===== config.mk =====
export PLATFORM = sky130hd
export DESIGN_NAME = instruction_fetch_flat
export DESIGN_NICKNAME = d
export VERILOG_FILES = /design/src/rtl/imem_if.sv /design/src/rtl/instruction_fetch.sv /design/src/flat_wrapper.sv
export SDC_FILE = /design/constraint.sdc
export NUM_CORES = 1
export LEC_CHECK = 0
export BUFFER_PORTS_ARGS = -buffer_cell sky130_fd_sc_hd__buf_2
export CAP_MARGIN = 25
export CORE_ASPECT_RATIO = 2
export CORE_MARGIN = 10
export CORE_UTILIZATION = 26
export DETAILED_ROUTE_END_ITERATION = 16
export PLACE_DENSITY = 0.55
export SYNTH_ARGS = -nofsm -noshare
export SYNTH_HDL_FRONTEND = slang
export SYNTH_SLANG_ARGS = --single-unit

===== constraint.sdc =====
create_clock -name clk -period 14.02 [get_ports clk]
set_input_delay 1.402 -clock clk [delete_from_list [all_inputs] [get_ports clk]]
set_output_delay 1.402 -clock clk [all_outputs]
set_load 0.05 [all_outputs]

===== src/rtl/imem_if.sv =====
// Instruction memory bus between the fetch unit and instruction memory.
//   req    : read request, held with a stable addr until gnt
//   addr   : word-aligned request address
//   gnt    : request accepted this cycle
//   rvalid : read data valid, in order, at least one cycle after gnt
//   rdata  : 32-bit read data
// master = fetch unit, slave = memory.
interface imem_if #(
    parameter int XLEN = 32
);
    logic            req;
    logic [XLEN-1:0] addr;
    logic            gnt;
    logic            rvalid;
    logic [31:0]     rdata;

    modport master (
        output req,
        output addr,
        input  gnt,
        input  rvalid,
        input  rdata
    );

    modport slave (
        input  req,
        input  addr,
        output gnt,
        output rvalid,
        output rdata
    );
endinterface


===== src/rtl/instruction_fetch.sv =====
// Instruction fetch unit: issues one read at a time on the imem bus, buffers
// {pc, instruction} pairs in a small FIFO and hands them to decode through an
// output register advanced by phase_fetch. A jump flushes the buffer, turns
// any outstanding read into a stale one that is dropped, and restarts
// fetching at the word-aligned jump target.
// Ports:
//   clk, rst     : clock, asynchronous active-high reset
//   phase_fetch  : output register enable, consumes one buffered instruction
//   jump_valid   : redirect request, jump_addr is the target
//   imem         : instruction memory bus (master side)
//   inst         : instruction to decode (NOP after reset/flush)
//   curr_pc_fd   : PC of inst, next_pc_fd = curr_pc_fd + 4
//   inst_valid   : inst/PCs hold a real instruction
//   stall_fetch  : phase_fetch requested while the buffer is empty
module instruction_fetch #(
    parameter int              XLEN         = 32,
    parameter logic [XLEN-1:0] RESET_VECTOR = '0,
    parameter int              FIFO_DEPTH   = 2
) (
    input  logic            clk,
    input  logic            rst,
    input  logic            phase_fetch,
    input  logic            jump_valid,
    input  logic [XLEN-1:0] jump_addr,
    imem_if.master          imem,
    output logic [31:0]     inst,
    output logic [XLEN-1:0] curr_pc_fd,
    output logic [XLEN-1:0] next_pc_fd,
    output logic            inst_valid,
    output logic            stall_fetch
);
    localparam int               PTR_W   = $clog2(FIFO_DEPTH);
    localparam int               CNT_W   = PTR_W + 1;
    localparam logic [CNT_W-1:0] DEPTH_C = CNT_W'(FIFO_DEPTH);
    localparam logic [XLEN-1:0]  PC_STEP = XLEN'(4);
    localparam logic [31:0]      NOP     = 32'h0000_0013;

    typedef enum logic [1:0] {IDLE, REQ, WAIT, FLUSH} state_t;

    state_t           state_reg, state_next;
    logic [XLEN-1:0]  fetch_pc_reg, fetch_pc_next;
    // A redirect while a request is still waiting for gnt cannot withdraw
    // it (the address must stay stable), so FLUSH keeps presenting the old
    // address until it is granted and then drops its response.
    logic             stale_gnt_reg, stale_gnt_next;
    logic [XLEN-1:0]  stale_addr_reg, stale_addr_next;

    logic [XLEN-1:0]  buf_pc   [FIFO_DEPTH];
    logic [31:0]      buf_inst [FIFO_DEPTH];
    logic [PTR_W-1:0] wr_ptr_reg, rd_ptr_reg;
    logic [CNT_W-1:0] count_reg, count_next;

    logic [31:0]      inst_reg;
    logic [XLEN-1:0]  curr_pc_reg, next_pc_reg;
    logic             valid_reg;

    logic buf_empty, accept_rsp, bypass, push, pop, has_space, space_after;

    // ------------------------------------------------------------------
    // Buffer control
    // ------------------------------------------------------------------
    assign buf_empty  = (count_reg == '0);
    // A response is only taken in WAIT; a same-cycle jump discards it.
    assign accept_rsp = (state_reg == WAIT) && imem.rvalid && !jump_valid;
    // Empty buffer and a consumer waiting: response goes straight out.
    assign bypass     = accept_rsp && phase_fetch && buf_empty;
    assign push       = accept_rsp && !bypass;
    assign pop        = phase_fetch && !jump_valid && !buf_empty;
    assign count_next = jump_valid ? '0
                      : count_reg + CNT_W'(push) - CNT_W'(pop);
    assign has_space   = (count_reg < DEPTH_C);
    assign space_after = (count_next < DEPTH_C);

    assign stall_fetch = phase_fetch && buf_empty;

    // ------------------------------------------------------------------
    // FSM next state and bus outputs
    // ------------------------------------------------------------------
    always_comb begin
        state_next      = state_reg;
        fetch_pc_next   = fetch_pc_reg;
        stale_gnt_next  = stale_gnt_reg;
        stale_addr_next = stale_addr_reg;
        imem.req        = 1'b0;
        imem.addr       = fetch_pc_reg;

        if (jump_valid) begin
            fetch_pc_next = {jump_addr[XLEN-1:2], 2'b00};
        end else if (accept_rsp) begin
            fetch_pc_next = fetch_pc_reg + PC_STEP;
        end

        case (state_reg)
            IDLE: begin
                if (jump_valid) begin
                    state_next = REQ;
                end else if (has_space && !rst) begin
                    // Request straight out of IDLE so the first read is
                    // visible in the very first cycle after reset.
                    imem.req   = 1'b1;
                    state_next = imem.gnt ? WAIT : REQ;
                end
            end
            REQ: begin
                imem.req = 1'b1;
                if (jump_valid) begin
                    state_next      = FLUSH;
                    stale_gnt_next  = !imem.gnt;
                    stale_addr_next = fetch_pc_reg;
                end else if (imem.gnt) begin
                    state_next = WAIT;
                end
            end
            WAIT: begin
                if (imem.rvalid) begin
                    state_next = space_after ? REQ : IDLE;
                end else if (jump_valid) begin
                    state_next     = FLUSH;
                    stale_gnt_next = 1'b0;
                end
            end
            FLUSH: begin
                if (stale_gnt_reg) begin
                    imem.req  = 1'b1;
                    imem.addr = stale_addr_reg;
                    if (imem.gnt) begin
                        stale_gnt_next = 1'b0;
                    end
                end else if (imem.rvalid) begin
                    state_next = REQ;
                end
            end
            default: state_next = IDLE;
        endcase
    end

    always_ff @(posedge clk or posedge rst) begin
        if (rst) begin
            state_reg      <= IDLE;
            fetch_pc_reg   <= RESET_VECTOR;
            stale_gnt_reg  <= 1'b0;
            stale_addr_reg <= RESET_VECTOR;
            wr_ptr_reg     <= '0;
            rd_ptr_reg     <= '0;
            count_reg      <= '0;
        end else begin
            state_reg      <= state_next;
            fetch_pc_reg   <= fetch_pc_next;
            stale_gnt_reg  <= stale_gnt_next;
            stale_addr_reg <= stale_addr_next;
            count_reg      <= count_next;
            if (jump_valid) begin
                wr_ptr_reg <= '0;
                rd_ptr_reg <= '0;
            end else begin
                if (push) wr_ptr_reg <= wr_ptr_reg + PTR_W'(1);
                if (pop)  rd_ptr_reg <= rd_ptr_reg + PTR_W'(1);
            end
        end
    end

    // Buffer storage: plain array, no reset, read through the output register.
    always_ff @(posedge clk) begin
        if (push) begin
            buf_pc[wr_ptr_reg]   <= fetch_pc_reg;
            buf_inst[wr_ptr_reg] <= imem.rdata;
        end
    end

    // ------------------------------------------------------------------
    // Output register to decode
    // ------------------------------------------------------------------
    always_ff @(posedge clk or posedge rst) begin
        if (rst) begin
            inst_reg    <= NOP;
            curr_pc_reg <= RESET_VECTOR;
            next_pc_reg <= RESET_VECTOR;
            valid_reg   <= 1'b0;
        end else if (jump_valid) begin
            inst_reg  <= NOP;
            valid_reg <= 1'b0;
        end else if (pop) begin
            inst_reg    <= buf_inst[rd_ptr_reg];
            curr_pc_reg <= buf_pc[rd_ptr_reg];
            next_pc_reg <= buf_pc[rd_ptr_reg] + PC_STEP;
            valid_reg   <= 1'b1;
        end else if (bypass) begin
            inst_reg    <= imem.rdata;
            curr_pc_reg <= fetch_pc_reg;
            next_pc_reg <= fetch_pc_reg + PC_STEP;
            valid_reg   <= 1'b1;
        end else if (phase_fetch) begin
            valid_reg <= 1'b0;
        end
    end

    assign inst       = inst_reg;
    assign curr_pc_fd = curr_pc_reg;
    assign next_pc_fd = next_pc_reg;
    assign inst_valid = valid_reg;
endmodule


===== src/flat_wrapper.sv =====
// flat-port wrapper written by rule: the top's interface ports become plain ports
module instruction_fetch_flat 
#(
    parameter int              XLEN         = 32,
    parameter logic [XLEN-1:0] RESET_VECTOR = '0,
    parameter int              FIFO_DEPTH   = 2
)
  (clk, rst, phase_fetch, jump_valid, jump_addr, inst, curr_pc_fd, next_pc_fd, inst_valid, stall_fetch, imem_req, imem_addr, imem_gnt, imem_rvalid, imem_rdata);
  imem_if #(.XLEN(XLEN)) imem_i ();
  input  logic clk;
  input  logic rst;
  input  logic phase_fetch;
  input  logic jump_valid;
  input  logic [XLEN-1:0] jump_addr;
  output logic [31:0] inst;
  output logic [XLEN-1:0] curr_pc_fd;
  output logic [XLEN-1:0] next_pc_fd;
  output logic inst_valid;
  output logic stall_fetch;
  output wire logic [$bits(imem_i.req)-1:0] imem_req;
  output wire logic [$bits(imem_i.addr)-1:0] imem_addr;
  input wire logic [$bits(imem_i.gnt)-1:0] imem_gnt;
  input wire logic [$bits(imem_i.rvalid)-1:0] imem_rvalid;
  input wire logic [$bits(imem_i.rdata)-1:0] imem_rdata;
  assign imem_req = imem_i.req;
  assign imem_addr = imem_i.addr;
  assign imem_i.gnt = imem_gnt;
  assign imem_i.rvalid = imem_rvalid;
  assign imem_i.rdata = imem_rdata;
  instruction_fetch #(.XLEN(XLEN), .RESET_VECTOR(RESET_VECTOR), .FIFO_DEPTH(FIFO_DEPTH)) u_core (.clk(clk), .rst(rst), .phase_fetch(phase_fetch), .jump_valid(jump_valid), .jump_addr(jump_addr), .imem(imem_i), .inst(inst), .curr_pc_fd(curr_pc_fd), .next_pc_fd(next_pc_fd), .inst_valid(inst_valid), .stall_fetch(stall_fetch));
endmodule

==> flow_summary.ini, run 1 <==
[outcome]
run_status = complete, no violations

[critical_path]
worst_reg2reg_setup_slack_ps = 10050
endpoint_of_the_lowest_slack_register_to_register_path = u_core.next_pc_fd[25]$_DFFE_PP0P_
timing.critical_path.fanout_max = 22
end_kind = output port
startpoint_type = register
cp_data_arrival_time_ps = 2740
worst_ep_required_time_ps = 12620
r2r.worst_path.cells = 6
crit-reg2reg-launch = u_core.rd_ptr_reg$_DFFE_PP0P_
timing.setup.critical_path_class = register to output port

[floorplan]
core_region_area_um2 = 52700
design.portCount = 201
floorplan.initialDensity_pct = 26.3
die_span_in_y_um = 347
num_rows = 119
die_area_um2 = 63500
fp.dieW_um = 183

[min_path]
worst_hold_path.num_cells = 2
hold_start = u_core.stale_addr_reg[18]$_DFFE_PP0P_
hold_path.class = register to register
holdPathEnd = u_core.stale_addr_reg[18]$_DFFE_PP0P_

[logic_synthesis]
synthFlopType = sky130_fd_sc_hd__dfrtp_1
synth-async-reset-ratio_pct = 56.3
total_of_flip_flops_plus_latches_after_synthesis = 284
syn-cell-area_um2 = 13900
syn_area_per_cell_um2 = 10.8
yosysTopAreaCellShare_pct = 28.3
synth_top_cells_by_area = sky130_fd_sc_hd__dfrtp_1 (28%), sky130_fd_sc_hd__edfxtp_1 (27%), sky130_fd_sc_hd__mux2_2 (5.6%)
synth.largest_area_cell = sky130_fd_sc_hd__dfrtp_1
synth_enable_flop_cells = 124
syn-instance-count = 1279
post_synthesis_sequential_area_ratio_pct = 55.8
yosys.cell_types.count = 70
ys.warnings.count = 0

[clocking]
cts_resized = 0
clk_latency_ps = 560
clock-sinks = 284
cts_hold_buf = 0
number_of_buffers_created_by_cts = 27
clock_tree_from_tritoncts = yes
clkSlewWorstSetupHoldPaths_ps = 70
htreeDepth = 1
postCtsSetupRepairBufs = 0
ctsRootBufferMaster = sky130_fd_sc_hd__clkbuf_16
clock_tree.buffer_depth = 3

[timing]
max_clock_freq_mhz = 241
final-hold-violation-count = 0
grt_setup_unrepaired = no
fin_setup_tns_ps = 0
timing_worst_slew_pin_value_ps = 1040
final.setup_skew_ps = 12.4
max-slew-margin-rel_pct = 29.9
finalCriticalPeriod_ps = 4140
number_of_pins_with_negative_max_slew_slack_in_the_final_report = 0
setup_viol = 0
final.setup.worst_slack_ps = 9880
final.period_utilization_pct = 29.6

[global_routing]
grt.overflow.total = 0
vias_in_the_first_global_route = 10965
grt_pass1_wl_mm = 69.2
antenna_found_initial = 5
grt_start_max_net_pins = 79
track_usage_pct = 14.0

[layout]
number_of_diodes = 0
share_of_post_route_cells_with_drive_strength_above_1_pct = 24.2
postLayoutCoreUtil_pct = 30.6
final_net_count = 1475
largest_register_ff_count = 64
area_delta_synth_final_pct = 16.4

[placement]
dpl_worst_slack_ps = 9820
dp_hpwl_mm = 31.9
gp_congestion = 0.813
io_buffers = 192

[pwr]
power_leakage_nw = 6.13
clock_power_share_pct = 25.0
p_sw_share_pct = 41.1
powerDensity_nw_per_um2 = 178
vdd.ir_drop.worst_v = 0.0000825
combinational_group_share_of_total_power_pct = 34.9
p_int_w = 0.00169
share_seq_of_total_power_pct = 40.1
switching_power_w = 0.00118

[routing]
dr_total_vias = 10450
total_drc_errors_in_the_routed_layout = 0
drt_first_pass_iters = 5
final_antenna_net_count = 0
routed_wire_length_per_instance_um = 21.8
route.final.wire_length_mm = 45.5
detail_route.iter0.violations = 648
vias_per_cell = 5.01

[flow_run]
maxCapViolCount = 0
-- placed cells by master, fill, tap and decap left out, types with 5 or more instances in the layout --
cell                        netlist  layout
sky130_fd_sc_hd__a21oi_1         28      28
sky130_fd_sc_hd__o31ai_1         11      11
sky130_fd_sc_hd__clkbuf_1        72       9
sky130_fd_sc_hd__nor3_1          19      18
sky130_fd_sc_hd__mux2_2          69      69
sky130_fd_sc_hd__a31oi_1         18      18
sky130_fd_sc_hd__or3_1            8       8
sky130_fd_sc_hd__buf_2           27     191
sky130_fd_sc_hd__a211oi_1        36      36
sky130_fd_sc_hd__dfrtp_1        157     156
sky130_fd_sc_hd__o211ai_1         8       8
sky130_fd_sc_hd__o22ai_1          9       9
sky130_fd_sc_hd__nand2_1        196     195
sky130_fd_sc_hd__nor2b_1         32      32
sky130_fd_sc_hd__nand3_1         37      37
sky130_fd_sc_hd__conb_1           1       6
sky130_fd_sc_hd__nand4_1         29      29
sky130_fd_sc_hd__and2_1           8       7
sky130_fd_sc_hd__nor4_1          16      14
sky130_fd_sc_hd__edfxtp_1       124     124
sky130_fd_sc_hd__o21ai_1         13      12
sky130_fd_sc_hd__xnor2_1         35      35
sky130_fd_sc_hd__or2_2            5       5
sky130_fd_sc_hd__clkbuf_16        0      27
sky130_fd_sc_hd__inv_1            8       7
sky130_fd_sc_hd__buf_4           11      16
sky130_fd_sc_hd__and3_1          16      16
sky130_fd_sc_hd__nor2_1          52      52
sky130_fd_sc_hd__nand3b_1        12      12
sky130_fd_sc_hd__mux2i_1         27      27
sky130_fd_sc_hd__a311oi_1        25      25
sky130_fd_sc_hd__o21ai_0         52      52
sky130_fd_sc_hd__or4_1           15      14
sky130_fd_sc_hd__xor2_1          25      25
-- routing by layer --
layer  track usage (%)  share of wire, %  vias to the layer above  wire length, um
met5                 0             0.055                        -               25
met4              5.02               3.1                        4             1400
met3              3.28               6.0                       67             2740
met2              25.2                52                      274            23700
met1              15.6                39                     5197            17600
li1                  -                 -                     4908                -
-- critical path: stages (launching register included) --
cell	delay (ps)
sky130_fd_sc_hd__dfrtp_1	610
sky130_fd_sc_hd__nand3_1	490
sky130_fd_sc_hd__buf_4	410
sky130_fd_sc_hd__mux2_2	350
sky130_fd_sc_hd__buf_2	300
-- power groups by stage --
stage | sequential, W | clock [W] | combinational, W
4_1_cts | 0.00115 | 0.000742 | 0.00102
2_1_floorplan | 0.00145 | 0 | 0.000436
6_report | 0.00115 | 0.000716 | 0.00100
3_3_place_gp | 0.00116 | 0 | 0.00101
3_5_place_dp | 0.00117 | 0 | 0.00102
5_1_grt | 0.00117 | 0.000769 | 0.00107
-- worst max path at each step --
stage,from,end,slack (ps)
after global routing,u_core.state_reg[0]$_DFFE_PP0P_,imem_addr[31],9700
after floorplan,phase_fetch,u_core.buf_inst[0][0]$_DFFE_PP_,5540
final,u_core.state_reg[0]$_DFFE_PP0P_,imem_addr[31],9880
after CTS,u_core.state_reg[0]$_DFFE_PP0P_,imem_addr[31],9760
after global placement,jump_valid,u_core.state_reg[0]$_DFFE_PP0P_,9830
after detailed placement,jump_valid,u_core.state_reg[0]$_DFFE_PP0P_,9820
-- kinds of logic (layout without fill, tap and decap cells) --
kind of cell / count (synthesis) / count (layout) / share of synthesized area [%]
and+or+nand+nor: 464 / 464 / 16.6
adders and majority gates: 4 / 4 / 0.361
AOI/OAI and AO/OA: 241 / 241 / 11.8
muxes: 96 / 96 / 7.55
xor gates and xnor gates: 60 / 60 / 3.79
DFF: 284 / 284 / 55.8
other: 1 / 6 / 0.0270
buffers and inverters: 129 / 266 / 4.17
-- area by class of cell --
| class | instances | area [um^2] |
|---|---|---|
| Fill cell | 5489 | 36600 |
| Inverter | 9 | 38.8 |
| Sequential cell | 284 | 7730 |
| Multi-Input combinational cell | 871 | 5610 |
| Timing Repair Buffer | 208 | 1100 |
| Tap cell | 665 | 832 |
| Clock buffer | 37 | 723 |
| Clock inverter | 12 | 105 |
-- synthesized netlist by cell type (4+ instances only) --
| cell type | instances |
|---|---|
| sky130_fd_sc_hd__a211oi_1 | 36 |
| sky130_fd_sc_hd__a21oi_1 | 28 |
| sky130_fd_sc_hd__a22oi_1 | 4 |
| sky130_fd_sc_hd__a311oi_1 | 25 |
| sky130_fd_sc_hd__a31o_1 | 4 |
| sky130_fd_sc_hd__a31oi_1 | 18 |
| sky130_fd_sc_hd__and2_1 | 8 |
| sky130_fd_sc_hd__and3_1 | 16 |
| sky130_fd_sc_hd__and4_1 | 4 |
| sky130_fd_sc_hd__buf_1 | 7 |
| sky130_fd_sc_hd__buf_2 | 27 |
| sky130_fd_sc_hd__buf_4 | 11 |
| sky130_fd_sc_hd__clkbuf_1 | 72 |
| sky130_fd_sc_hd__dfrtp_1 | 157 |
| sky130_fd_sc_hd__edfxtp_1 | 124 |
| sky130_fd_sc_hd__ha_1 | 4 |
| sky130_fd_sc_hd__inv_1 | 8 |
| sky130_fd_sc_hd__mux2_2 | 69 |
| sky130_fd_sc_hd__mux2i_1 | 27 |
| sky130_fd_sc_hd__nand2_1 | 196 |
| sky130_fd_sc_hd__nand3_1 | 37 |
| sky130_fd_sc_hd__nand3b_1 | 12 |
| sky130_fd_sc_hd__nand4_1 | 29 |
| sky130_fd_sc_hd__nor2_1 | 52 |
| sky130_fd_sc_hd__nor2b_1 | 32 |
| sky130_fd_sc_hd__nor3_1 | 19 |
| sky130_fd_sc_hd__nor4_1 | 16 |
| sky130_fd_sc_hd__o211ai_1 | 8 |
| sky130_fd_sc_hd__o21ai_0 | 52 |
| sky130_fd_sc_hd__o21ai_1 | 13 |
| sky130_fd_sc_hd__o21bai_1 | 4 |
| sky130_fd_sc_hd__o22ai_1 | 9 |
| sky130_fd_sc_hd__o31a_1 | 4 |
| sky130_fd_sc_hd__o31ai_1 | 11 |
| sky130_fd_sc_hd__or2_2 | 5 |
| sky130_fd_sc_hd__or3_1 | 8 |
| sky130_fd_sc_hd__or4_1 | 15 |
| sky130_fd_sc_hd__xnor2_1 | 35 |
| sky130_fd_sc_hd__xor2_1 | 25 |
-- per-stage QoR --
stage	cell area, um^2	std cells	total power, W	hold slack (ps)
6_report	16100	2086	0.00287	485
5_1_grt	16100	2086	0.00301	512
2_1_floorplan	13900	1284	0.00189	437
3_3_place_gp	15300	2036	0.00217	463
4_1_cts	16100	2085	0.00292	492
3_5_place_dp	15300	2036	0.00219	476
Note: power is estimated with default switching activity, not from simulation.
==> inputs of run 2 (changes only) <==
--- a/config.mk
+++ b/config.mk
@@ -5,6 +5,7 @@
 export SDC_FILE = /design/constraint.sdc
 export NUM_CORES = 1
 export LEC_CHECK = 0
+export ABC_AREA = 1
 export BUFFER_PORTS_ARGS = -buffer_cell sky130_fd_sc_hd__buf_2
 export CAP_MARGIN = 25
 export CORE_ASPECT_RATIO = 2
==> constraint.sdc (replaced) <==
create_clock -name clk -period 4 [get_ports clk]
set_input_delay 0.4 -clock clk [delete_from_list [all_inputs] [get_ports clk]]
set_output_delay 0.4 -clock clk [all_outputs]
set_load 0.05 [all_outputs]
==> run 2 against run 1 <==
Sequential power increased to 3.6 times the previous value. Power increased to 3.9 times the previous value. Sequential cell count unchanged. Setup slack got worse by 8900 ps. Clock power increased to 4.0 times the previous value. Final area increased by 3.0%.
==> flow_summary.ini, run 2 <==
[outcome]
run_status = complete, no violations

[floorplan]
fp.dieW_um = 182
core_region_area_um2 = 52400
design.portCount = 201
num_rows = 119
floorplan.initialDensity_pct = 26.2
die_area_um2 = 62900
die_span_in_y_um = 345

[timing]
max_clock_freq_mhz = 331
final.setup_skew_ps = 15.8
setup_viol = 0
number_of_pins_with_negative_max_slew_slack_in_the_final_report = 0
grt_setup_unrepaired = no
max-slew-margin-rel_pct = 35.1
timing_worst_slew_pin_value_ps = 973
final.setup.worst_slack_ps = 975
final.period_utilization_pct = 75.6
finalCriticalPeriod_ps = 3030
final-hold-violation-count = 0

[clocking]
clkSlewWorstSetupHoldPaths_ps = 70
cts_hold_buf = 31
number_of_buffers_created_by_cts = 28
clock_tree.buffer_depth = 3
postCtsSetupRepairBufs = 0
cts_resized = 0
clk_latency_ps = 590
clock_tree_from_tritoncts = yes
clock-sinks = 284
ctsRootBufferMaster = sky130_fd_sc_hd__clkbuf_16
htreeDepth = 1

[logic_synthesis]
post_synthesis_sequential_area_ratio_pct = 56.4
yosysTopAreaCellShare_pct = 28.6
yosys.cell_types.count = 46
synth.largest_area_cell = sky130_fd_sc_hd__dfrtp_1
ys.warnings.count = 0
syn_area_per_cell_um2 = 8.75
synth_enable_flop_cells = 124
syn-instance-count = 1567
synthFlopType = sky130_fd_sc_hd__dfrtp_1
synth_top_cells_by_area = sky130_fd_sc_hd__dfrtp_1 (29%), sky130_fd_sc_hd__edfxtp_1 (27%), sky130_fd_sc_hd__nand2_1 (14%)
syn-cell-area_um2 = 13700
ys_top_cells_by_count = sky130_fd_sc_hd__nand2_1 (513), sky130_fd_sc_hd__nor2_1 (160), sky130_fd_sc_hd__dfrtp_1 (157)
total_of_flip_flops_plus_latches_after_synthesis = 284
synth-async-reset-ratio_pct = 56.3
synth_most_common_cell = sky130_fd_sc_hd__nand2_1

[pwr]
clock_power_share_pct = 25.2
vdd.ir_drop.worst_v = 0.000358
p_sw_share_pct = 45.0
p_int_w = 0.00622
share_seq_of_total_power_pct = 36.6
powerDensity_nw_per_um2 = 680
power_leakage_nw = 7.12
combinational_group_share_of_total_power_pct = 38.2
p_total_w = 0.0113
switching_power_w = 0.00509

[layout]
area_delta_synth_final_pct = 21.2
final_area_um2 = 16600
mostFrequentLayoutCells = sky130_fd_sc_hd__nand2_1 (513), sky130_fd_sc_hd__buf_2 (192), sky130_fd_sc_hd__nor2_1 (157)
final_common_cell = sky130_fd_sc_hd__nand2_1
share_of_post_route_cells_with_drive_strength_above_1_pct = 18.2
postLayoutCoreUtil_pct = 31.7
final_net_count = 1839
largest_register_ff_count = 64

[global_routing]
grt_start_max_net_pins = 156
grt_use_met1_pct = 15.2
vias_in_the_first_global_route = 11809
globalRouteMet3Util_pct = 3.20
global_route.usage.met2_pct = 29.4
antenna_found_initial = 2
grt.overflow.total = 0
track_usage_pct = 15.9
grt.busiest_layer = met2
grt_pass1_wl_mm = 75.8

[placement]
io_buffers = 192
detailed_place.area_um2 = 15300
dp_hpwl_mm = 38.2
gp_congestion = 0.910
dpl_worst_slack_ps = 990

[critical_path]
worstPathCellList = inv_8 > nand2_1 > nand2_2 > nand2_1 > nor2_2 > nand2_4 > nor2_4 > a21oi_1 > o21ai_0 > nand3_1
crit_path_frequent_cell = sky130_fd_sc_hd__nand2_1
worst_path_max_delay_cell = sky130_fd_sc_hd__dfrtp_2
timing.critical_path.fanout_max = 63
critPathTopFamily = simple AND/OR/NAND/NOR gates
startpoint_type = register
end_kind = register
timing.critical_path.buf_inv = 1
cp_data_arrival_time_ps = 3460
worst_ep_required_time_ps = 4440
cp_slowest_stage_delay_ps = 750
timing.setup.critical_path_class = register to register

[routing]
detail_route.iter0.violations = 855
dr_total_vias = 11578
total_drc_errors_in_the_routed_layout = 0
vias_per_cell = 4.72
route.final.wire_length_mm = 51.3
final_antenna_net_count = 0
routed_wire_length_per_instance_um = 20.9
drt_first_pass_iters = 5

[flow_run]
maxCapViolCount = 0

[min_path]
hold_path.class = input pin to register
run 2: cell count changes after synthesis, moves of 26 or more:
cell and delta:
sky130_fd_sc_hd__nand2_1 +317, sky130_fd_sc_hd__nor2_1 +108, sky130_fd_sc_hd__inv_1 +94, sky130_fd_sc_hd__mux2_2 -69, sky130_fd_sc_hd__clkbuf_1 -44, sky130_fd_sc_hd__o21ai_0 +43
sky130_fd_sc_hd__a211oi_1 -36, sky130_fd_sc_hd__xnor2_1 -34, sky130_fd_sc_hd__nor2b_1 -32, sky130_fd_sc_hd__nand3_1 +31, sky130_fd_sc_hd__a31oi_1 +28, sky130_fd_sc_hd__mux2i_1 -26
run 2: worst paths after layout:
check	start	endpoint	slack (ps)	cells after the start
worst max register to register	u_core.rd_ptr_reg$_DFFE_PP0P_	u_core.next_pc_fd[15]$_DFFE_PP0P_	970	10
max in group asynchronous	rst	u_core.rd_ptr_reg$_DFFE_PP0P_	2400	4
min in group asynchronous	rst	u_core.stale_addr_reg[2]$_DFFE_PP0P_	340	3
worst min register to register	u_core.next_pc_fd[26]$_DFFE_PP0P_	u_core.next_pc_fd[26]$_DFFE_PP0P_	480	2
worst min-delay path	imem_rdata[29]	u_core.buf_inst[1][29]$_DFFE_PP_	20	1
worst max-delay path	u_core.rd_ptr_reg$_DFFE_PP0P_	u_core.next_pc_fd[15]$_DFFE_PP0P_	970	10
run 2: cell families (layout without fill, tap and decap cells):
kind of cell             count (synthesis)  count (layout)  share of synthesized area (%)
buffers and inverters                  187             402                           6.22
AND/OR/NAND/NOR                        827             827                           25.1
XOR/XNOR                                20              20                           1.28
AO/OA/AOI/OAI                          243             243                           10.6
other                                    1               7                         0.0273
multiplexers                             1               1                         0.0730
flip-flops                             284             284                           56.4
adder cells (fa/ha/maj)                  4               4                          0.365
run 2: cell type report:
| type | count | area, um^2 |
|---|---|---|
| inverter | 109 | 420 |
| antenna | 1 | 2.50 |
| sequential | 284 | 7730 |
| clock buffer | 34 | 743 |
| tap | 665 | 832 |
| clock inverter | 18 | 235 |
| timing repair buffer | 241 | 1490 |
| fill | 5529 | 35800 |
| multi-input combinational | 1101 | 5170 |
run 2: stage by stage:
step / std cells / TNS, ps / hold WS (ps)
6_report: 2453 / 0 / 24.1
5_1_grt: 2453 / 0 / 13.1
4_1_cts: 2451 / 0 / 1.49
3_5_place_dp: 2368 / 0 / 368
3_3_place_gp: 2367 / 0 / 371
2_1_floorplan: 1572 / -9550 / 453
run 2: power groups by stage:
stage	Sequential, W	Combinational, W	Clock, W
finish	0.00414	0.00433	0.00285
global route	0.00421	0.00466	0.00302
CTS	0.00414	0.00438	0.00293
detailed placement	0.00419	0.00434	0
global placement	0.00416	0.00431	0
floorplan	0.00528	0.00184	0
run 2: layer usage:
| metal | up-vias | share of wire (%) |
|---|---|---|
| li1 | 5579 | - |
| met1 | 5566 | 34 |
| met2 | 324 | 53 |
| met3 | 107 | 5.5 |
| met4 | 2 | 7.7 |
| met5 | - | 0.023 |
==> inputs of run 3 (changes only) <==
--- a/config.mk
+++ b/config.mk
@@ -12,7 +12,7 @@
 export CORE_MARGIN = 10
 export CORE_UTILIZATION = 26
 export DETAILED_ROUTE_END_ITERATION = 16
-export PLACE_DENSITY = 0.55
+export PLACE_DENSITY = 0.56
 export SYNTH_ARGS = -nofsm -noshare
 export SYNTH_HDL_FRONTEND = slang
 export SYNTH_SLANG_ARGS = --single-unit
==> constraint.sdc (replaced) <==
create_clock -name clk -period 2.4 [get_ports clk]
set_input_delay 0.24 -clock clk [delete_from_list [all_inputs] [get_ports clk]]
set_output_delay 0.24 -clock clk [all_outputs]
set_load 0.05 [all_outputs]
==> run 3 against run 2 <==
Global-route usage rose by 0.54 points. Register-to-register slack got worse by 840 ps. Die area did not move. Via count rose by 4.1%. Largest cell class unchanged. Combinational power rose by 76%. Sequential cell count did not move. Critical endpoint is now imem_addr[26]. Critical path type is now register to output port. Clock skew fell by 1.8 ps. Core utilization rose by 1.4 points.
==> flow_summary.ini, run 3 (same netlist as run 2, synthesis figures left out) <==
[pwr]
p_total_w = 0.0189
switching_power_w = 0.00853
vdd.ir_drop.worst_v = 0.000824
clock_power_share_pct = 23.5
p_int_w = 0.0103
share_seq_of_total_power_pct = 36.0
powerDensity_nw_per_um2 = 1090
combinational_group_share_of_total_power_pct = 40.5
p_sw_share_pct = 45.2
power_leakage_nw = 7.54

[global_routing]
grt.overflow.total = 0
antenna_found_initial = 1
vias_in_the_first_global_route = 12478
track_usage_pct = 16.4
grt_pass1_wl_mm = 78.6
grt_start_max_net_pins = 159

[layout]
fill_cells = 5553
share_of_post_route_cells_with_drive_strength_above_1_pct = 20.7
largest_register_ff_count = 64
multi_input_gate_area_in_the_final_layout_um2 = 5210
mostFrequentLayoutCells = sky130_fd_sc_hd__nand2_1 (510), sky130_fd_sc_hd__buf_2 (186), sky130_fd_sc_hd__nor2_1 (157)
area_delta_synth_final_pct = 26.7
final_common_cell = sky130_fd_sc_hd__nand2_1
final_net_count = 1932
ff_latch_area_um2 = 7730

[clocking]
clock_tree.buffer_depth = 3
clock_tree_from_tritoncts = yes
htreeDepth = 1
number_of_buffers_created_by_cts = 28
clock-sinks = 284
clk_latency_ps = 590
clkSlewWorstSetupHoldPaths_ps = 70
ctsRootBufferMaster = sky130_fd_sc_hd__clkbuf_16

[critical_path]
cp_data_arrival_time_ps = 2040
timing.critical_path.fanout_max = 20
worst_path_max_delay_cell = sky130_fd_sc_hd__dfrtp_2
worst_reg2reg_setup_slack_ps = 130
timing.setup.critical_path_class = register to output port
end_kind = output port
crit-reg2reg-launch = u_core.fetch_pc_reg[4]$_DFFE_PP0N_
endpoint_of_the_lowest_slack_register_to_register_path = u_core.next_pc_fd[19]$_DFFE_PP0P_
startpoint_type = register
worstPathCellList = nand2_2 > nor2_4 > buf_4 > nand2_1 > o21ai_0 > buf_2
cp_slowest_stage_delay_ps = 420
timing.critical_path.buf_inv = 2
worst_ep_required_time_ps = 2160
r2r.worst_path.cells = 9
critPathTopFamily = buffers and inverters

[outcome]
run_status = complete, no violations

[min_path]
holdPathEnd = u_core.fetch_pc_reg[2]$_DFFE_PP0N_
worst_hold_path.num_cells = 3
hold_path.class = input pin to register
hold_start = jump_addr[2]

[timing]
fin_hold_ws_ps = 35.5
max-slew-margin-rel_pct = 36.3
setup_viol = 0
final.setup_skew_ps = 14.1
timing_worst_slew_pin_value_ps = 956
number_of_pins_with_negative_max_slew_slack_in_the_final_report = 0
max_clock_freq_mhz = 438
grt_setup_unrepaired = no
final.period_utilization_pct = 95.2
finalCriticalPeriod_ps = 2280
final.setup.worst_slack_ps = 115
final-hold-violation-count = 0

[routing]
routed_wire_length_per_instance_um = 20.8
dr_total_vias = 12050
final_antenna_net_count = 0
vias_per_cell = 4.73
drt_first_pass_iters = 6
route.final.wire_length_mm = 52.8
total_drc_errors_in_the_routed_layout = 0
detail_route.iter0.violations = 863

[placement]
io_buffers = 192
dpl_worst_slack_ps = 38.2
dp_hpwl_mm = 39.2
gp_congestion = 0.916

[floorplan]
num_rows = 119
die_area_um2 = 62900
die_span_in_y_um = 345
floorplan.initialDensity_pct = 26.2
design.portCount = 201
core_region_area_um2 = 52400
fp.dieW_um = 182

[flow_run]
maxCapViolCount = 0
[run 3: worst register-to-register path: cells and delay by family (launching register included)]
kind                   cells  cell delay (ps)
and+or+nand+nor            6              990
buffers and inverters      1              280
DFF                        1              570
AOI/OAI and AO/OA          2              330
[run 3: how the worst max path moves through the flow]
stage | startpoint | endpoint | slack (ps) | cells past startpoint
detailed placement | u_core.fetch_pc_reg[3]$_DFFE_PP0N_ | u_core.next_pc_fd[18]$_DFFE_PP0P_ | 40 | 10
global placement | u_core.fetch_pc_reg[3]$_DFFE_PP0N_ | u_core.next_pc_fd[18]$_DFFE_PP0P_ | 60 | 10
floorplan | u_core.count_reg[1]$_DFF_PP0_ | u_core.buf_inst[0][0]$_DFFE_PP_ | -1680 | 6
CTS | u_core.fetch_pc_reg[3]$_DFFE_PP0N_ | u_core.fetch_pc_reg[20]$_DFFE_PP0N_ | 20 | 8
finish | u_core.state_reg[0]$_DFFE_PP0P_ | imem_addr[26] | 120 | 6
global route | u_core.count_reg[1]$_DFF_PP0_ | u_core.inst[0]$_DFFE_PP1P_ | 3 | 10
[run 3: repair_timing]
| item | CTS | global route |
|---|---|---|
| setup buffers | 3 | 3 |
| cloned | 1 | 0 |
| gates resized for setup | 4 | 13 |
| pin swaps | 1 | 2 |
| hold buffers | 64 | 0 |
| endpoints found under the setup margin | 21 | 35 |
| hold endpoints to repair | 126 | 0 |
[run 3: routing by layer]
layer | GRT usage, % | routed length, um
met1 | 16.0 | 18200
met2 | 30.1 | 27500
met3 | 3.57 | 3220
met4 | 11.7 | 3920
met5 | 0 | 0
[run 3: through the flow]
step | std cells | utilization, % | TNS [ps] | instance area, um^2
final | 2546 | 33.2 | 0 | 17400
after global routing | 2546 | 33.2 | 0 | 17400
after CTS | 2542 | 33.1 | 0 | 17300
after detailed placement | 2422 | 30.0 | 0 | 15700
after global placement | 2422 | 30.0 | 0 | 15700
after floorplan | 1572 | - | -210530 | 13700
[run 3: power by group through the flow]
stage	sequential (W)	clock [W]	combinational, W
2_1_floorplan	0.00881	0	0.00308
3_3_place_gp	0.00683	0	0.00749
3_5_place_dp	0.00687	0	0.00752
4_1_cts	0.00679	0.00452	0.00771
5_1_grt	0.00693	0.00471	0.00817
6_report	0.00680	0.00443	0.00763
[run 3: layout make-up]
cell class | count | share of cell area (%)
diodes | 1 | 0.0144
clock buffers | 38 | 4.54
repair buffers | 333 | 13.1
flip-flops and latches | 284 | 44.5
multi-input cells | 1102 | 30.0
clock inverters | 14 | 0.626
well taps | 665 | 4.79
inverters | 109 | 2.45
